File: src/rtl/cpu_multicycle.sv
// cpu_multicycle: multi-cycle core with req/ack instruction and data ports.
// Each instruction walks FETCH -> EXEC -> (MEM) -> (WB) -> FETCH.
module cpu_multicycle #(
    parameter int DATA_W = 32,
    parameter int PC_W = 26,
    parameter int ADDR_W = 12,
    parameter int NREGS = 32,
    parameter logic [PC_W-1:0] RESET_PC = '0
) (
    input  logic              clk,
    input  logic              reset,
    output logic              imem_req,
    output logic [PC_W-1:0]   imem_addr,
    input  logic [31:0]       imem_rdata,
    input  logic              imem_ack,
    output logic              dmem_req,
    output logic              dmem_we,
    output logic [ADDR_W-1:0] dmem_addr,
    output logic [DATA_W-1:0] dmem_wdata,
    input  logic [DATA_W-1:0] dmem_rdata,
    input  logic              dmem_ack,
    output logic [PC_W-1:0]   pc_out,
    output logic              retire,
    output logic              halted,
    output logic              illegal
);

    localparam int RI_W = $clog2(NREGS);

    localparam logic [2:0] S_FETCH = 3'd0;
    localparam logic [2:0] S_EXEC  = 3'd1;
    localparam logic [2:0] S_MEM   = 3'd2;
    localparam logic [2:0] S_WB    = 3'd3;
    localparam logic [2:0] S_HALT  = 3'd4;

    logic [2:0]        state;
    logic [PC_W-1:0]   pc;
    logic [31:0]       ir;
    logic [DATA_W-1:0] res;
    logic [DATA_W-1:0] regs [NREGS];

    logic [5:0]        func;
    logic [RI_W-1:0]   rs1, rs2, rd;
    logic signed [15:0] imm;
    logic              rtype;
    logic [DATA_W-1:0] a, b, imm_d, ea, alu;
    logic [PC_W-1:0]   pc_inc, pc_br;
    logic              unused_ok;

    assign func  = ir[31:26];
    assign rs1   = ir[21 +: RI_W];
    assign rs2   = ir[16 +: RI_W];
    assign imm   = ir[15:0];
    assign rtype = (func >= 6'h01) && (func <= 6'h05);
    // I-type results land in the src2 slot since dest overlaps imm16
    assign rd    = rtype ? ir[11 +: RI_W] : rs2;

    assign a      = regs[rs1];
    assign b      = regs[rs2];
    assign imm_d  = DATA_W'(imm);
    assign ea     = a + imm_d;
    assign pc_inc = pc + PC_W'(1);
    assign pc_br  = pc_inc + PC_W'(imm);

    assign imem_addr = pc;
    assign pc_out    = pc;
    assign unused_ok = ^ea;

    always_comb begin
        alu = ea;
        case (func)
            6'h01:   alu = a + b;
            6'h02:   alu = a - b;
            6'h03:   alu = a & b;
            6'h04:   alu = a | b;
            6'h05:   alu = a ^ b;
            default: alu = ea;
        endcase
    end

    always_ff @(posedge clk or negedge reset) begin
        if (!reset) begin
            state      <= S_FETCH;
            pc         <= RESET_PC;
            ir         <= '0;
            res        <= '0;
            imem_req   <= 1'b0;
            dmem_req   <= 1'b0;
            dmem_we    <= 1'b0;
            dmem_addr  <= '0;
            dmem_wdata <= '0;
            retire     <= 1'b0;
            halted     <= 1'b0;
            illegal    <= 1'b0;
            for (int i = 0; i < NREGS; i++) regs[i] <= '0;
        end else begin
            retire <= 1'b0;
            case (state)
                S_FETCH: begin
                    if (imem_req && imem_ack) begin
                        ir       <= imem_rdata;
                        imem_req <= 1'b0;
                        state    <= S_EXEC;
                    end else begin
                        imem_req <= 1'b1;
                    end
                end
                S_EXEC: begin
                    case (func)
                        6'h00: begin
                            pc       <= pc_inc;
                            retire   <= 1'b1;
                            imem_req <= 1'b1;
                            state    <= S_FETCH;
                        end
                        6'h01, 6'h02, 6'h03, 6'h04, 6'h05, 6'h06: begin
                            res   <= alu;
                            state <= S_WB;
                        end
                        6'h07, 6'h08: begin
                            dmem_req   <= 1'b1;
                            dmem_we    <= func[3];
                            dmem_addr  <= ea[ADDR_W-1:0];
                            dmem_wdata <= b;
                            state      <= S_MEM;
                        end
                        6'h09: begin
                            pc       <= (a == b) ? pc_br : pc_inc;
                            retire   <= 1'b1;
                            imem_req <= 1'b1;
                            state    <= S_FETCH;
                        end
                        6'h0A: begin
                            pc       <= PC_W'(ir[25:0]);
                            retire   <= 1'b1;
                            imem_req <= 1'b1;
                            state    <= S_FETCH;
                        end
                        6'h3F: begin
                            halted <= 1'b1;
                            state  <= S_HALT;
                        end
                        default: begin
                            halted  <= 1'b1;
                            illegal <= 1'b1;
                            state   <= S_HALT;
                        end
                    endcase
                end
                S_MEM: begin
                    if (dmem_ack) begin
                        dmem_req <= 1'b0;
                        dmem_we  <= 1'b0;
                        if (dmem_we) begin
                            pc       <= pc_inc;
                            retire   <= 1'b1;
                            imem_req <= 1'b1;
                            state    <= S_FETCH;
                        end else begin
                            res   <= dmem_rdata;
                            state <= S_WB;
                        end
                    end
                end
                S_WB: begin
                    if (rd != '0) regs[rd] <= res;
                    pc       <= pc_inc;
                    retire   <= 1'b1;
                    imem_req <= 1'b1;
                    state    <= S_FETCH;
                end
                default: ;
            endcase
        end
    end

endmodule

File: config.mk
export PLATFORM = sky130hd
export DESIGN_NAME = cpu_multicycle
export DESIGN_NICKNAME = d
export VERILOG_FILES = /design/src/rtl/cpu_multicycle.sv
export SDC_FILE = /design/constraint.sdc
export NUM_CORES = 2
export LEC_CHECK = 0
export BUFFER_PORTS_ARGS = -buffer_cell sky130_fd_sc_hd__buf_2
export CAP_MARGIN = 20
export CORE_MARGIN = 4
export CORE_UTILIZATION = 55
export DETAILED_ROUTE_END_ITERATION = 7
export PLACE_DENSITY = 0.7
export SLEW_MARGIN = 20
export SYNTH_ARGS = -nofsm -noshare
export SYNTH_HDL_FRONTEND = slang
export SYNTH_SLANG_ARGS = --single-unit
File: constraint.sdc
create_clock -name clk -period 6.4 [get_ports clk]
set_clock_uncertainty 0.2 [all_clocks]
set_input_delay 1.28 -clock clk [delete_from_list [all_inputs] [get_ports clk]]
set_output_delay 1.28 -clock clk [all_outputs]
set_load 0.02 [all_outputs]
==> flow_summary_export.csv <==
group,metric,value,unit
worst_setup_path,crit_required,6.84,ns
synth,syn_inst,5174,
placement,place_ws,0.394,ns
synth,yosys_warnings,0,
die,io_pins,170,
worst_setup_path,reg2reg_depth,15,
die,die_area,0.132,mm^2
power_and_ir_drop,p_seq_share,34.1,%
synth,synth.avg_cell_area,13.4,um^2
synth,synth-seq-area-share,42.1,%
layout,nFillCells,9455,
routing,wl,219000,um
routing,via_count,47956,
layout,layout-drive-gt1-share,44.5,%
grt,top_usage_layer,"met2",
grt,grt_pass1_wl,327000,um
grt,use_met1,46.5,%
sta,whs,0.195,ns
die,die_h,363,um
sta,clock.fmax,168,MHz
worst_setup_path,rrSetupSlack,0.43,ns
synth,async_flop_share,100,%
worst_setup_path,r2r-start,"ir[16]",
grt,antenna_found_initial,6,
die,rows,130,
routing,wire_per_inst,31.7,um
sta,worstMarginPinSlew,1.18,ns
sta,tns,0,ns
power_and_ir_drop,leakage,0.0355,uW
routing,dr.pass1.iters,8,
power_and_ir_drop,p_comb_share,38.9,%
clock_tree,root_buffer,"clkbuf_16",
worst_hold_path,hold_path.class,"flop to flop",
placement,post_dp_cell_area,0.0723,mm^2
clock_tree,ctsHoldBuffers,0,
placement,place.gp.congestion,0.995,
sta,slew_headroom,21.1,%
sta,maxSlewViolCount,0,
worst_setup_path,crit_arrival,6.40,ns
clock_tree,cts_tree,"built",
placement,hpwlAfterDp,142000,um
power_and_ir_drop,powerDensity,379,mW/mm^2
grt,met2_usage,52.0,%
sta,grt_setup_unrepaired,"false",
layout,final_common_cell,"dfrtp_1",
power_and_ir_drop,pwr-share-clk,26.9,%
clock_tree,cts_sinks,1167,
clock_tree,cts_max_path_buffers,3,
synth,yosysUniqueCellTypes,100,
power_and_ir_drop,power.switching_fraction,39.8,%
layout,design_area,0.0769,mm^2
grt,grt_max_degree,124,
power_and_ir_drop,internal_power,17500,uW
grt,grt_use_met3,7.11,%
die,die_width,363,um
synth,synthesis.area,0.0694,mm^2
job,cap_violations,0,
die,start_util,55.3,%
worst_setup_path,crit_type,"flop to flop",
power_and_ir_drop,switchingPower,11600,uW
worst_setup_path,critical_path.endpoint,"res[29]",
power_and_ir_drop,vdd_drop_max,279,uV
routing,remaining_drc_errors,0,
worst_setup_path,r2r-end,"res[29]",
die,core,0.125,mm^2
clock_tree,h-tree-depth,3,
clock_tree,cts_buffers,121,
worst_setup_path,path_max_fanout,21,
synth,synth_seq_cells,1167,
layout,antenna_cells,0,
layout,nets,5399,
sta,setup_viol,0,
clock_tree,insertion_delay,0.78,ns
grt,grt_usage,33.5,%
synth,synth_edf_count,0,
worst_setup_path,start_kind,"flop",
placement,io_buffers,169,
status,outcome,"complete, no violations",
worst_setup_path,crit_path_start,"ir[16]",
grt,first_global_vias,48697,
sta,period_needed,5.97,ns
sta,finalHoldViolCount,0,
synth,yosys_most_used_dff,"dfrtp_1",
synth,synth_nets,5399,
routing,via_per_inst,6.92,
clock_tree,path_clk_slew,0.07,ns
worst_setup_path,endpoint_kind,"flop",
layout,syn_to_final_growth,10.8,%
sta,period_share,93.2,%
grt,grt.overflow.total,0,
routing,drt_iter0_drc,5490,
sta,timing.final.ws_setup,0.435,ns
layout,layout_common_cells,"dfrtp_1 (1148), mux2_2 (961), mux4_2 (634), buf_4 (196), o21ai_0 (187)",
routing,drtAntennaViolNets,0,
cells in the mapped netlist, types with 29 or more instances:
library cell | number | area (um^2)
buf_2 | 125 | 626
a21o_1 | 43 | 323
xnor2_1 | 43 | 377
clkbuf_1 | 301 | 1130
mux2_4 | 30 | 450
inv_1 | 116 | 435
xor2_1 | 31 | 272
a31oi_1 | 29 | 181
buf_4 | 42 | 315
and3_1 | 29 | 181
a211oi_1 | 42 | 315
o21ai_0 | 187 | 936
buf_1 | 45 | 169
mux2_2 | 961 | 10800
mux2i_1 | 83 | 831
mux4_2 | 634 | 14300
nand2_1 | 197 | 739
a21oi_1 | 164 | 821
nand3_1 | 48 | 240
mux2_1 | 38 | 428
dfrtp_1 | 1167 | 29200
ha_1 | 153 | 1910
nor2_1 | 165 | 619
nor3_1 | 64 | 320
sequential cells by signal, indices dropped and copies added (netlist names), 3 cells and up:
name	flops
dmem_addr	12
ir	32
regs	1024
state	3
res	32
imem_addr	26
dmem_wdata	32
timing repair:
item	4_1_cts	5_1_grt
setup buffers	0	1
gates resized for setup	0	1
setup endpoints to repair	0	1
worst min-delay path by stage:
stage / cells past startpoint / slack, ns / startpoint / endpoint
finish: 0 / 0.20 / regs[1003] / regs[1003]
detailed placement: 0 / 0.18 / regs[1004] / regs[1004]
global route: 0 / 0.20 / regs[993] / regs[993]
global placement: 0 / 0.18 / regs[1007] / regs[1007]
CTS: 0 / 0.20 / regs[993] / regs[993]
floorplan: 1 / 0.24 / regs[1000] / regs[1000]
final cells by class:
type	count	area [um^2]	share of cell area [%]
repair buffers	406	3130	4.08
clock buffers	165	3500	4.55
flip-flops and latches	1167	29300	38.1
well taps	1650	2060	2.69
inverters	117	439	0.571
multi-input cells	3361	37500	48.8
clock inverters	62	940	1.22
per-stage QoR:
step                power [uW]  utilization (%)  cells
finish                   29100             61.3   6928
global route             30400             61.3   6928
CTS                      29000             61.2   6925
detailed placement       21200             57.7   6698
global placement         21100             57.7   6697
floorplan                17100                -   5174
routing by layer:
layer | up-vias | wire length (um)
met3 | 568 | 20800
met4 | 4 | 10500
met2 | 2410 | 100000
li1 | 19740 | -
met1 | 25234 | 88000
met5 | - | 24
worst max-delay path, cell delays in order (launching register included):
cell and delay (ns):
dfrtp_4 0.77, buf_12 0.28, mux4_2 0.53, mux4_2 0.52, mux2i_1 0.49, inv_1 0.14, ha_1 0.29, a2111oi_0 0.52
a21boi_1 0.36, o311ai_0 0.26, a31oi_1 0.42, o31a_1 0.34, o41ai_2 0.11, xnor2_1 0.14, a221oi_1 0.29, a21oi_1 0.10
power groups by stage:
stage	clock network [uW]	registers, uW	logic (uW)
5_1_grt	8250	10000	12100
3_5_place_dp	0	10100	11100
2_1_floorplan	0	8700	8380
3_3_place_gp	0	10000	11100
4_1_cts	7930	9930	11200
6_report	7850	9940	11300
logic make-up after synthesis:
kind of cell               synth area share [%]
muxes                                      38.7
DFF                                        42.1
AOI/OAI and AO/OA                          6.62
and+or+nand+nor                            4.79
buffers and inverters                      4.01
adders and majority gates                  2.87
xor gates and xnor gates                  0.934
Note: power is estimated with default switching activity, not from simulation.
